==> src/rtl/button_debouncer_if.sv <==
// Button debouncer signal bundle.
// Raw button in, debounced level and edge strobes out.
interface button_debouncer_if;
    logic button;     // raw pad input
    logic button_db;  // debounced level
    logic rise;       // one-cycle accepted 0->1 strobe
    logic fall;       // one-cycle accepted 1->0 strobe

    modport master (
        output button,
        input  button_db,
        input  rise,
        input  fall
    );

    modport slave (
        input  button,
        output button_db,
        output rise,
        output fall
    );
endinterface

==> src/rtl/button_debouncer.sv <==
// Push-button debouncer: 4-state filter FSM, registered level + strobes.
// Ports: clk, reset (sync, active-high), bus (slave: button in;
// button_db, rise, fall out). Macro BUTTON_DEBOUNCER_SYNC_EN adds
// a 2-flop input synchronizer (+2 cycles latency).
module button_debouncer #(
    parameter int DEBOUNCE_CYCLES = 500000,
    parameter int CNT_W           = $clog2(DEBOUNCE_CYCLES)
) (
    input  logic                clk,
    input  logic                reset,
    button_debouncer_if.slave   bus
);

    typedef enum logic [1:0] {
        IDLE_LOW,
        FILTER_HIGH,
        IDLE_HIGH,
        FILTER_LOW
    } state_t;

    localparam logic [CNT_W-1:0] LAST = CNT_W'(DEBOUNCE_CYCLES - 1);

    logic             w_s;
    state_t           r_state;
    logic [CNT_W-1:0] r_cnt;
    logic             r_db;
    logic             r_rise;
    logic             r_fall;

`ifdef BUTTON_DEBOUNCER_SYNC_EN
    logic r_sync1;
    logic r_sync2;

    always_ff @(posedge clk) begin
        if (reset) begin
            r_sync1 <= 1'b0;
            r_sync2 <= 1'b0;
        end else begin
            r_sync1 <= bus.button;
            r_sync2 <= r_sync1;
        end
    end

    assign w_s = r_sync2;
`else
    assign w_s = bus.button;
`endif

    always_ff @(posedge clk) begin
        if (reset) begin
            r_state <= IDLE_LOW;
            r_cnt   <= '0;
            r_db    <= 1'b0;
            r_rise  <= 1'b0;
            r_fall  <= 1'b0;
        end else begin
            r_rise <= 1'b0;
            r_fall <= 1'b0;
            unique case (r_state)
                IDLE_LOW: begin
                    if (w_s) begin
                        r_state <= FILTER_HIGH;
                        r_cnt   <= CNT_W'(1);
                    end else begin
                        r_cnt   <= '0;
                    end
                end
                FILTER_HIGH: begin
                    // any sample back at the old level restarts the filter
                    if (!w_s) begin
                        r_state <= IDLE_LOW;
                        r_cnt   <= '0;
                    end else if (r_cnt == LAST) begin
                        r_state <= IDLE_HIGH;
                        r_cnt   <= '0;
                        r_db    <= 1'b1;
                        r_rise  <= 1'b1;
                    end else begin
                        r_cnt   <= r_cnt + CNT_W'(1);
                    end
                end
                IDLE_HIGH: begin
                    if (!w_s) begin
                        r_state <= FILTER_LOW;
                        r_cnt   <= CNT_W'(1);
                    end else begin
                        r_cnt   <= '0;
                    end
                end
                FILTER_LOW: begin
                    if (w_s) begin
                        r_state <= IDLE_HIGH;
                        r_cnt   <= '0;
                    end else if (r_cnt == LAST) begin
                        r_state <= IDLE_LOW;
                        r_cnt   <= '0;
                        r_db    <= 1'b0;
                        r_fall  <= 1'b1;
                    end else begin
                        r_cnt   <= r_cnt + CNT_W'(1);
                    end
                end
                default: begin
                    r_state <= IDLE_LOW;
                    r_cnt   <= '0;
                    r_db    <= 1'b0;
                end
            endcase
        end
    end

    assign bus.button_db = r_db;
    assign bus.rise      = r_rise;
    assign bus.fall      = r_fall;

endmodule

==> src/flat_wrapper.sv <==
// flat-port wrapper written by rule: the top's interface ports become plain ports
module button_debouncer_flat 
#(
    parameter int DEBOUNCE_CYCLES = 500000,
    parameter int CNT_W           = $clog2(DEBOUNCE_CYCLES)
)
  (clk, reset, bus_button, bus_button_db, bus_rise, bus_fall);
  button_debouncer_if bus_i ();
  input  logic clk;
  input  logic reset;
  input wire logic [$bits(bus_i.button)-1:0] bus_button;
  output wire logic [$bits(bus_i.button_db)-1:0] bus_button_db;
  output wire logic [$bits(bus_i.rise)-1:0] bus_rise;
  output wire logic [$bits(bus_i.fall)-1:0] bus_fall;
  assign bus_i.button = bus_button;
  assign bus_button_db = bus_i.button_db;
  assign bus_rise = bus_i.rise;
  assign bus_fall = bus_i.fall;
  button_debouncer #(.DEBOUNCE_CYCLES(DEBOUNCE_CYCLES), .CNT_W(CNT_W)) u_core (.clk(clk), .reset(reset), .bus(bus_i));
endmodule
==> config.mk <==
export PLATFORM = sky130hd
export DESIGN_NAME = button_debouncer_flat
export DESIGN_NICKNAME = d
export VERILOG_FILES = /design/src/rtl/button_debouncer_if.sv /design/src/rtl/button_debouncer.sv /design/src/flat_wrapper.sv
export SDC_FILE = /design/constraint.sdc
export NUM_CORES = 1
export LEC_CHECK = 0
export BUFFER_PORTS_ARGS = -buffer_cell sky130_fd_sc_hd__buf_4
export CORE_MARGIN = 8
export CORE_UTILIZATION = 53
export DETAILED_ROUTE_END_ITERATION = 16
export PLACE_DENSITY = 0.7
export SYNTH_ARGS = -nofsm -noshare
export SYNTH_HDL_FRONTEND = slang
export SYNTH_SLANG_ARGS = --single-unit
==> constraint.sdc <==
create_clock -name clk -period 1.9 [get_ports clk]
set_input_delay 0.19 -clock clk [delete_from_list [all_inputs] [get_ports clk]]
set_output_delay 0.19 -clock clk [all_outputs]
set_load 0.01 [all_outputs]
==> out/qor.txt, run 1 <==
Outcome - finished, final reports clean
VDD IR max - 426 uV
Setup TNS - 0 ns
Max Freq - 566 MHz
Die area - 3780 um2
Max_slew headroom - 0.677
DRC - 0
Max Transition Viols Final - 0
Antenna-violating nets left - 0
CP Capture Type - register
P per Cell Area - 656 nW/um2
Seq/Total Area, Yosys - 0.438
Chip Width - 61.5 um
Worst Setup Path Type - reg2reg
Synth Warn # - 0
Fin nets - 135
Hold_sp - reset
DP HPWL - 1490 um
Share of cells above drive strength 1 - 0.115
Final WL - 2050 um
Routed wire per std cell - 13.1 um
Core ar. - 1960 um2
Top Family by Delay on Critical Path - simple AND/OR/NAND/NOR gates
Pre-antenna DRT Iters - 4
GRT overflow - 0
Required @ worst endpoint - 2.15 ns
Critical Path Max Stage Delay - 0.40 ns
Setup repair after global routing missed its margin - false
Pin count of the biggest net entering global routing - 17
Antenna violations before repair - 0
Yosys reg bits - 24
Post-CTS Setup Bufs - 0
Synth async-reset ratio - 0
CTS Sinks - 24
CTS Buf Count - 3
Syn avg cell area - 8.92 um2
Final Setup Violations - 0
Max-cap violations - 0
Final worst path period share - 0.930
I/O Pins - 6
First-pass GRT wire length - 3660 um
GRT Total Usage - 0.127
Initial Util - 0.559
Synth Net Count - 127
Synth-to-Final Area Change - 10.5%
CTS root buf - clkbuf_4
Post-synth top area share - 0.438
WP buf/inv - 0
Type of the tightest min-delay check - in2reg
Clk slew on worst S/H paths - 0.13 ns
Top FF cell, synth - dfxtp_1
Synth Instances - 123
Vias/cell - 5.75
Crit-path cells - ha_1 > nand3_4 > or3_4 > or3_1 > a31oi_1
Num rows - 16
Routed via count - 902
CTS tree - done
Post-CTS Hold Buffers - 0
Skew-Pair Late Insertion Delay - 0.31 ns
R2R Path Start - u_core.r_cnt[0]
Area contributors post-synth - dfxtp_1 44%, nor2_1 6.5%, xnor2_1 6.4%, xor2_1 5.6%, nand4_1 4.6%
Drt initial violations - 16
Library cells used by synthesis - 33
Final non-filler cell total - 157
Area leader, netlist - dfxtp_1
Placed Instances - 153
Port-buffer cells - 5
Crit path launch type - register
Post-route minimum period - 1.77 ns
Arrival @ worst endpoint - 2.02 ns
Worst-margin pin slew - 0.477 ns
Slowest cell on the critical path - dfxtp_1
Crit-path max FO - 9
CTS max path bufs - 2
Crit path from - u_core.r_cnt[0]
Routability Congestion - 0.875
Static Leak - 0.370 nW
CTS resizes - 0
Max H-tree Level - 1
Worst Skew - 0.00682 ns
Hold Violations, Final - 0
Fill count - 186
Post-synth EDFFs - 0
Synthesized area - 1100 um2
Die height - 61.5 um
Number of diodes - 0
Number of global-route vias before repair - 842
synthesized netlist by cell type (3+ instances only):
master	number
o21ai_0	3
nand4_1	8
dfxtp_1	24
inv_1	4
nor3_1	6
xnor2_1	8
a21oi_1	3
xor2_1	7
nand3_1	7
nor2_1	19
and3_1	4
nand2_1	3
flip-flops by register name (all words and copies together), names as in the netlist, named ones only:
name and flops:
u_core.r_state 1, u_core.r_cnt 19, u_core.bus.fall 1, u_core.bus.rise 1, u_core.bus.button_db 1
through the flow:
stage	power [mW]	hold slack, ns	util	area [um2]	worst slack (ns)
5_1_grt	0.834	0.0565	0.618	1210	0.00959
3_5_place_dp	0.547	0.404	0.592	1160	0.115
3_3_place_gp	0.546	0.395	0.592	1160	0.177
4_1_cts	0.811	0.0547	0.611	1200	0.0789
2_1_floorplan	0.534	0.259	-	1100	0.248
6_report	0.795	0.0700	0.618	1210	0.132
cell families (layout without fill, tap and decap cells):
| family | after synthesis | after routing | share of synthesized area |
|---|---|---|---|
| buf+inv | 7 | 14 | 0.0262 |
| flops | 24 | 24 | 0.438 |
| simple gates | 63 | 63 | 0.328 |
| xor+xnor | 15 | 15 | 0.120 |
| compound gates | 13 | 13 | 0.0764 |
| fa+ha+maj | 1 | 1 | 0.0114 |
final timing paths:
path	endpoint	slack [ns]	depth (start not counted)
worst min-delay path	u_core.bus.button_db	0.07	2
worst min register to register	u_core.r_cnt[18]	0.50	2
worst max-delay path	u_core.bus.button_db	0.13	5
worst max register to register	u_core.bus.button_db	0.13	5
final cells by class:
type                       count  area [um2]  share of cell area
inverter                       4        15.0              0.0124
sequential                    24         480               0.396
clock buffer                   4        36.3              0.0299
multi-input combinational     92         602               0.496
timing repair buffer           6        45.0              0.0372
tap                           27        33.8              0.0279
power breakdown:
part	internal, mW	leakage (nW)	total (mW)	switching [mW]
logic	0.0109	0.155	0.0232	0.0123
registers	0.508	0.194	0.512	0.00427
clock network	0.117	0.0210	0.260	0.143
total	0.636	0.370	0.795	0.160
routing by layer:
metal	part of all wire	routed length [um]	GRT usage
met2	0.48	993	0.186
met3	0.037	76	0.0355
met5	0	0	0
met4	0.0049	10	0.0779
met1	0.47	972	0.160
cells in the final DEF (no fill, tap or decap), types with 4 or more instances in the layout:
cell type / instances
nand4_1: 8
xor2_1: 7
nand3_1: 7
xnor2_1: 8
and3_1: 4
dfxtp_1: 24
inv_1: 4
nor2_1: 19
nor3_1: 6
buf_4: 6
(Power assumes the default switching activity.)
==> run 2: changes to the inputs <==
- CORE_UTILIZATION: 53 -> 45
- PLACE_DENSITY: 0.7 -> 0.6
- clock period: 1.9 -> 1.75 ns (I/O delays scaled with it)
==> run 2 against run 1 <==
Clock skew down 0.0037 ns. Worst setup slack worse by 0.057 ns. Cell count up 6.4%. Power up 24%. Via count up 0.11%. Design area up 6.3%. First-iteration DRC count rose to 3.1 times the previous value. Wire length up 4.8%. Sequential cell count unchanged. Utilization down 7.8 points. Highest routed layer unchanged. Critical path depth down 1. Die area up 13%.
==> out/qor.txt, run 2 (same netlist as run 1, synthesis figures left out) <==
Outcome - finished, final reports clean (unchanged)
Worst Skew - 0.00311 ns (was 0.00682 ns)
Final Cell Area - 1290 um2 (was 1210 um2)
Skew-Pair Late Insertion Delay - 0.32 ns (was 0.31 ns)
Num rows - 18 (was 16)
Static Leak - 0.412 nW (was 0.370 nW)
Type of the tightest min-delay check - in2reg (unchanged)
Hold_sp - reset (unchanged)
Antenna-violating nets left - 0 (unchanged)
Hold Violations, Final - 0 (unchanged)
Die area - 4270 um2 (was 3780 um2)
Max H-tree Level - 1 (unchanged)
Most common cell after layout, fill and taps aside - dfxtp_1 (unchanged)
CTS tree - done (unchanged)
Clk slew on worst S/H paths - 0.14 ns (was 0.13 ns)
Routability Congestion - 0.827 (was 0.875)
First-pass GRT wire length - 3640 um (was 3660 um)
Crit-path max FO - 5 (was 9)
Met3 usage - 0.0255 (was 0.0355)
Register area - 483 um2 (was 480 um2)
Required @ worst endpoint - 2.01 ns (was 2.15 ns)
Share of cells above drive strength 1 - 0.190 (was 0.115)
Max Transition Viols Final - 0 (unchanged)
Switching Fraction - 0.194 (was 0.201)
Multi-input gate area - 603 um2 (was 602 um2)
Max Freq - 597 MHz (was 566 MHz)
Clock Power Share - 0.410 (was 0.327)
R2R Path Start - u_core.r_cnt[6] (was u_core.r_cnt[0])
Worst Setup Path Type - reg2reg (unchanged)
GRT overflow - 0 (unchanged)
Worst Hold Depth - 2 (unchanged)
DRC - 0 (unchanged)
CTS Sinks - 24 (unchanged)
Number of diodes - 0 (unchanged)
DP HPWL - 1610 um (was 1490 um)
Final worst path period share - 0.957 (was 0.930)
Met2 GRT Util - 0.159 (was 0.186)
Reg power frac - 0.563 (was 0.644)
Worst R2R Setup Slack - 0.07 ns (was 0.13 ns)
Die height - 65.4 um (was 61.5 um)
Fin nets - 142 (was 135)
Initial Util - 0.460 (was 0.559)
CTS max path bufs - 2 (unchanged)
Worst-margin pin slew - 0.342 ns (was 0.477 ns)
Vias/cell - 5.41 (was 5.75)
Routed via count - 903 (was 902)
Pre-antenna DRT Iters - 5 (was 4)
Number of global-route vias before repair - 852 (was 842)
I/O Pins - 6 (unchanged)
Setup TNS - 0 ns (unchanged)
Switching power - 192 uW (was 160 uW)
Post-route minimum period - 1.68 ns (was 1.77 ns)
P per Cell Area - 767 nW/um2 (was 656 nW/um2)
Top reg by flops - u_core.r_cnt (unchanged)
CP Capture Type - register (unchanged)
Max-cap violations - 0 (unchanged)
Comb power frac - 0.027 (was 0.029)
CTS Buf Count - 3 (unchanged)
Max_slew headroom - 0.770 (was 0.677)
Chip Width - 65.4 um (was 61.5 um)
VDD IR max - 399 uV (was 426 uV)
Worst R2R Path Depth - 4 (was 5)
Met1 usage - 0.133 (was 0.160)
Capturing point of the worst reg2reg path - u_core.bus.button_db (unchanged)
Core ar. - 2390 um2 (was 1960 um2)
Crit path launch type - register (unchanged)
Layer carrying the most global-route usage - met2 (unchanged)
CTS root buf - clkbuf_4 (unchanged)
Arrival @ worst endpoint - 1.93 ns (was 2.02 ns)
Int Pwr - 796 uW (was 636 uW)
GRT Total Usage - 0.106 (was 0.127)
Drt initial violations - 49 (was 16)
Routed wire per std cell - 12.9 um (was 13.1 um)
Largest register FFs - 19 (unchanged)
Port-buffer cells - 5 (unchanged)
Final Setup Violations - 0 (unchanged)
Commonest cells after routing, fill and taps aside - 22 x dfxtp_1, 19 x nor2_1, 13 x buf_4 (was 24 x dfxtp_1, 19 x nor2_1, 8 x xnor2_1, 8 x nand4_1)
Antenna violations before repair - 0 (unchanged)
Pin count of the biggest net entering global routing - 15 (was 17)
Synth-to-Final Area Change - 17.4% (was 10.5%)
Fill count - 240 (was 186)
Final WL - 2150 um (was 2050 um)
Dpl cell area - 1220 um2 (was 1160 um2)
-- run 2: per-layer routing --
layer,share of wire,routed length [um]
met1,0.51,1100
met2,0.43,920
met3,0.038,82
met4,0.022,47
met5,0,0
-- run 2: timing repair --
item	CTS	global route
hold buffers	0	0
gates resized for setup	0	5
setup endpoints to repair	0	3
buffers inserted	0	0
-- run 2: stage by stage --
stage | util | hold slack [ns] | power, mW | std cells | worst slack (ns)
2_1_floorplan | - | 0.244 | 0.580 | 123 | 0.0980
3_3_place_gp | 0.510 | 0.380 | 0.594 | 163 | 0.149
3_5_place_dp | 0.510 | 0.382 | 0.595 | 163 | 0.0669
4_1_cts | 0.532 | 0.0217 | 0.997 | 167 | 0.0581
5_1_grt | 0.540 | 0.0296 | 1.02 | 167 | -0.00433
6_report | 0.540 | 0.0344 | 0.988 | 167 | 0.0748
-- run 2: area by class of cell --
type / instances / share of cell area
multi-input combinational: 92 / 0.468
clock inverter: 1 / 0.0233
inverter: 4 / 0.0117
clock buffer: 3 / 0.0175
timing repair buffer: 13 / 0.0757
tap: 30 / 0.0291
sequential: 24 / 0.375
-- run 2: how the worst max path moves through the flow --
stage               startpoint              endpoint  slack, ns
2_1_floorplan  u_core.r_cnt[0]  u_core.bus.button_db        0.1
4_1_cts        u_core.r_cnt[0]      u_core.r_cnt[18]       0.06
3_3_place_gp   u_core.r_cnt[0]      u_core.r_cnt[18]       0.15
6_report       u_core.r_cnt[6]  u_core.bus.button_db       0.07
3_5_place_dp   u_core.r_cnt[0]      u_core.r_cnt[18]       0.07
5_1_grt        u_core.r_cnt[3]      u_core.r_cnt[17]     -0.004
-- run 2: power by group through the flow --
| stage | clock, mW | combinational, mW | sequential, mW |
|---|---|---|---|
| finish | 0.406 | 0.0264 | 0.556 |
| CTS | 0.414 | 0.0266 | 0.556 |
| detailed placement | 0 | 0.0265 | 0.568 |
| global route | 0.432 | 0.0292 | 0.557 |
| floorplan | 0 | 0.0120 | 0.568 |
| global placement | 0 | 0.0260 | 0.568 |
-- run 2: critical path, cell delays in order, from the launching register on --
cell,delay [ns]
dfxtp_1,0.37
nand4bb_2,0.30
or3_4,0.43
or3_1,0.35
a31oi_1,0.17
==> run 3: changes to the inputs <==
--- a/config.mk
+++ b/config.mk
@@ -10,4 +10,6 @@
 export CORE_UTILIZATION = 45
 export DETAILED_ROUTE_END_ITERATION = 16
+export GPL_ROUTABILITY_DRIVEN = 0
+export HOLD_SLACK_MARGIN = 0.1
 export PLACE_DENSITY = 0.6
 export SYNTH_ARGS = -nofsm -noshare
==> constraint.sdc (replaced) <==
create_clock -name clk -period 1.75 [get_ports clk]
set_input_delay 0.175 -clock clk [delete_from_list [all_inputs] [get_ports clk]]
set_output_delay 0.175 -clock clk [all_outputs]
set_load 0.02 [all_outputs]
==> run 3 against run 2 <==
Maximum frequency hardly changed. Die area did not move. Combinational power increased by 14%. Hold slack better by 0.088 ns. Register-to-register slack hardly changed. Clock power about the same. Sequential power hardly changed. Cell count increased by 0.60%. Sequential share of layout area decreased by 0.29 points. Count of clock-buffer cells in the layout stayed put. Highest routed layer unchanged. Global-route usage about the same. Critical path type unchanged. Critical endpoint unchanged.
==> out/qor.txt, run 3 (same netlist as run 1, synthesis figures left out) <==
Outcome - finished, final reports clean (unchanged)
Slowest cell on the critical path - or3_4 (unchanged)
Core ar. - 2390 um2 (unchanged)
Crit path launch type - register (unchanged)
Antenna-violating nets left - 0 (unchanged)
Largest register FFs - 19 (unchanged)
Clock Power Share - 0.409 (was 0.410)
Chip Width - 65.4 um (unchanged)
Skew-Pair Late Insertion Delay - 0.32 ns (about the same)
Top reg by flops - u_core.r_cnt (unchanged)
Worst Skew - 0.00336 ns (was 0.00311 ns)
First-pass GRT wire length - 3660 um (was 3640 um)
CTS max path bufs - 2 (unchanged)
Critical Path Max Stage Delay - 0.43 ns (about the same)
Synth-to-Final Area Change - 18.4% (was 17.4%)
Final WL - 2160 um (was 2150 um)
Die height - 65.4 um (unchanged)
CP Capture Point - u_core.bus.button_db (unchanged)
Arrival @ worst endpoint - 1.93 ns (about the same)
Worst R2R Setup Slack - 0.08 ns (was 0.07 ns)
Number of diodes - 0 (unchanged)
Reg power frac - 0.561 (was 0.563)
Required @ worst endpoint - 2.01 ns (about the same)
Max Transition Viols Final - 0 (unchanged)
Post-route minimum period - 1.67 ns (was 1.68 ns)
GRT Total Usage - 0.106 (about the same)
Hold Violations, Final - 0 (unchanged)
Worst Setup Path Type - reg2reg (unchanged)
Routed via count - 903 (unchanged)
Switching power - 194 uW (was 192 uW)
Fin nets - 143 (was 142)
Max Freq - 598 MHz (was 597 MHz)
Port-buffer cells - 5 (unchanged)
Final non-filler cell total - 168 (was 167)
Share of cells above drive strength 1 - 0.188 (was 0.190)
Fill count - 239 (was 240)
I/O Pins - 6 (unchanged)
Worst-margin pin slew - 0.342 ns (unchanged)
Switching Fraction - 0.196 (was 0.194)
Pre-antenna DRT Iters - 4 (was 5)
Num rows - 18 (unchanged)
Post-place setup slack - 0.0669 ns (unchanged)
Static Leak - 0.416 nW (was 0.412 nW)
CTS tree - done (unchanged)
Drt initial violations - 32 (was 49)
Number of global-route vias before repair - 855 (was 852)
GRT overflow - 0 (unchanged)
R2R Path Start - u_core.r_cnt[6] (unchanged)
Worst R2R Path Depth - 4 (unchanged)
Routed wire per std cell - 12.9 um (about the same)
Final worst path period share - 0.956 (was 0.957)
Initial Util - 0.460 (unchanged)
Crit path from - u_core.r_cnt[6] (unchanged)
DRC - 0 (unchanged)
Crit-path max FO - 5 (unchanged)
Antenna violations before repair - 0 (unchanged)
Post-CTS Setup Bufs - 0 (unchanged)
Comb power frac - 0.030 (was 0.027)
Most common cell after layout, fill and taps aside - dfxtp_1 (unchanged)
Commonest cells after routing, fill and taps aside - 22 x dfxtp_1, 19 x nor2_1, 13 x buf_4 (unchanged)
VDD IR max - 399 uV (about the same)
Crit-path cells - nand4bb_2 > or3_4 > or3_1 > a31oi_1 (unchanged)
Type of the tightest min-delay check - in2reg (unchanged)
Pin count of the biggest net entering global routing - 15 (unchanged)
DP HPWL - 1610 um (unchanged)
CTS Sinks - 24 (unchanged)
Placed Instances - 163 (unchanged)
Int Pwr - 798 uW (was 796 uW)
Final Setup Violations - 0 (unchanged)
Capturing point of the worst reg2reg path - u_core.bus.button_db (unchanged)
Max H-tree Level - 1 (unchanged)
P per Cell Area - 764 nW/um2 (was 767 nW/um2)
CP Capture Type - register (unchanged)
Clk slew on worst S/H paths - 0.14 ns (about the same)
CTS root buf - clkbuf_4 (unchanged)
Die area - 4270 um2 (unchanged)
Max-cap violations - 0 (unchanged)
Max_slew headroom - 0.770 (unchanged)
Vias/cell - 5.38 (was 5.41)
Fin worst setup slack - 0.0764 ns (was 0.0748 ns)
CTS Buf Count - 3 (unchanged)
==> run 3: cell types whose count changed in the layout (fill, tap and decap cells not counted), sizes merged <==
cell / before / now
dlygate4sd3: 0 / 1
==> run 3: layer usage <==
| metal | vias up | track usage | share of wire |
|---|---|---|---|
| li1 | 471 | - | - |
| met1 | 409 | 0.134 | 0.51 |
| met2 | 17 | 0.159 | 0.43 |
| met3 | 6 | 0.0255 | 0.036 |
| met4 | 0 | 0.0654 | 0.022 |
| met5 | - | 0 | 0 |
==> run 3: worst min path at each step <==
stage / start / to / slack, ns / cells past startpoint
floorplan: reset / register / 0.24 / 1
detailed placement: reset / register / 0.38 / 2
finish: bus_button / register / 0.12 / 3
CTS: bus_button / register / 0.11 / 3
global route: bus_button / register / 0.15 / 3
global placement: reset / u_core.bus.button_db / 0.38 / 2
==> run 3: critical path, delay by kind of cell, from the launching register on <==
| family | cells | cell delay (ns) |
|---|---|---|
| AO/OA/AOI/OAI | 1 | 0.17 |
| flip-flops | 1 | 0.37 |
| AND/OR/NAND/NOR | 3 | 1.07 |
==> run 3: cell type report <==
class / count / area [um2] / share of cell area
sequential: 24 / 483 / 0.372
clock buffer: 3 / 22.5 / 0.0173
clock inverter: 1 / 30.0 / 0.0231
multi-input combinational: 92 / 603 / 0.464
tap: 30 / 37.5 / 0.0289
timing repair buffer: 14 / 108 / 0.0829
inverter: 4 / 15.0 / 0.0116
==> run 3: power by group through the flow <==
| stage | clock network, mW | logic, mW | registers [mW] |
|---|---|---|---|
| after floorplan | 0 | 0.0120 | 0.570 |
| after global placement | 0 | 0.0277 | 0.568 |
| after detailed placement | 0 | 0.0282 | 0.568 |
| after CTS | 0.414 | 0.0300 | 0.556 |
| after global routing | 0.432 | 0.0328 | 0.557 |
| final | 0.406 | 0.0300 | 0.556 |
==> run 3: repair_timing <==
item,in CTS,in global routing
endpoints found under the hold margin,4,0
endpoints found under the setup margin,0,3
resized for setup,0,5
hold buffers,1,0
==> run 3: metrics by stage <==
step                power (mW)  cell area, um2  TNS [ns]   util  hold WS (ns)
finish                   0.992            1300         0  0.544         0.122
global route              1.02            1300  -0.00433  0.544         0.150
CTS                       1.00            1280         0  0.537         0.109
detailed placement       0.596            1220         0  0.510         0.382
global placement         0.595            1220         0  0.510         0.380
floorplan                0.582            1100         0      -         0.244
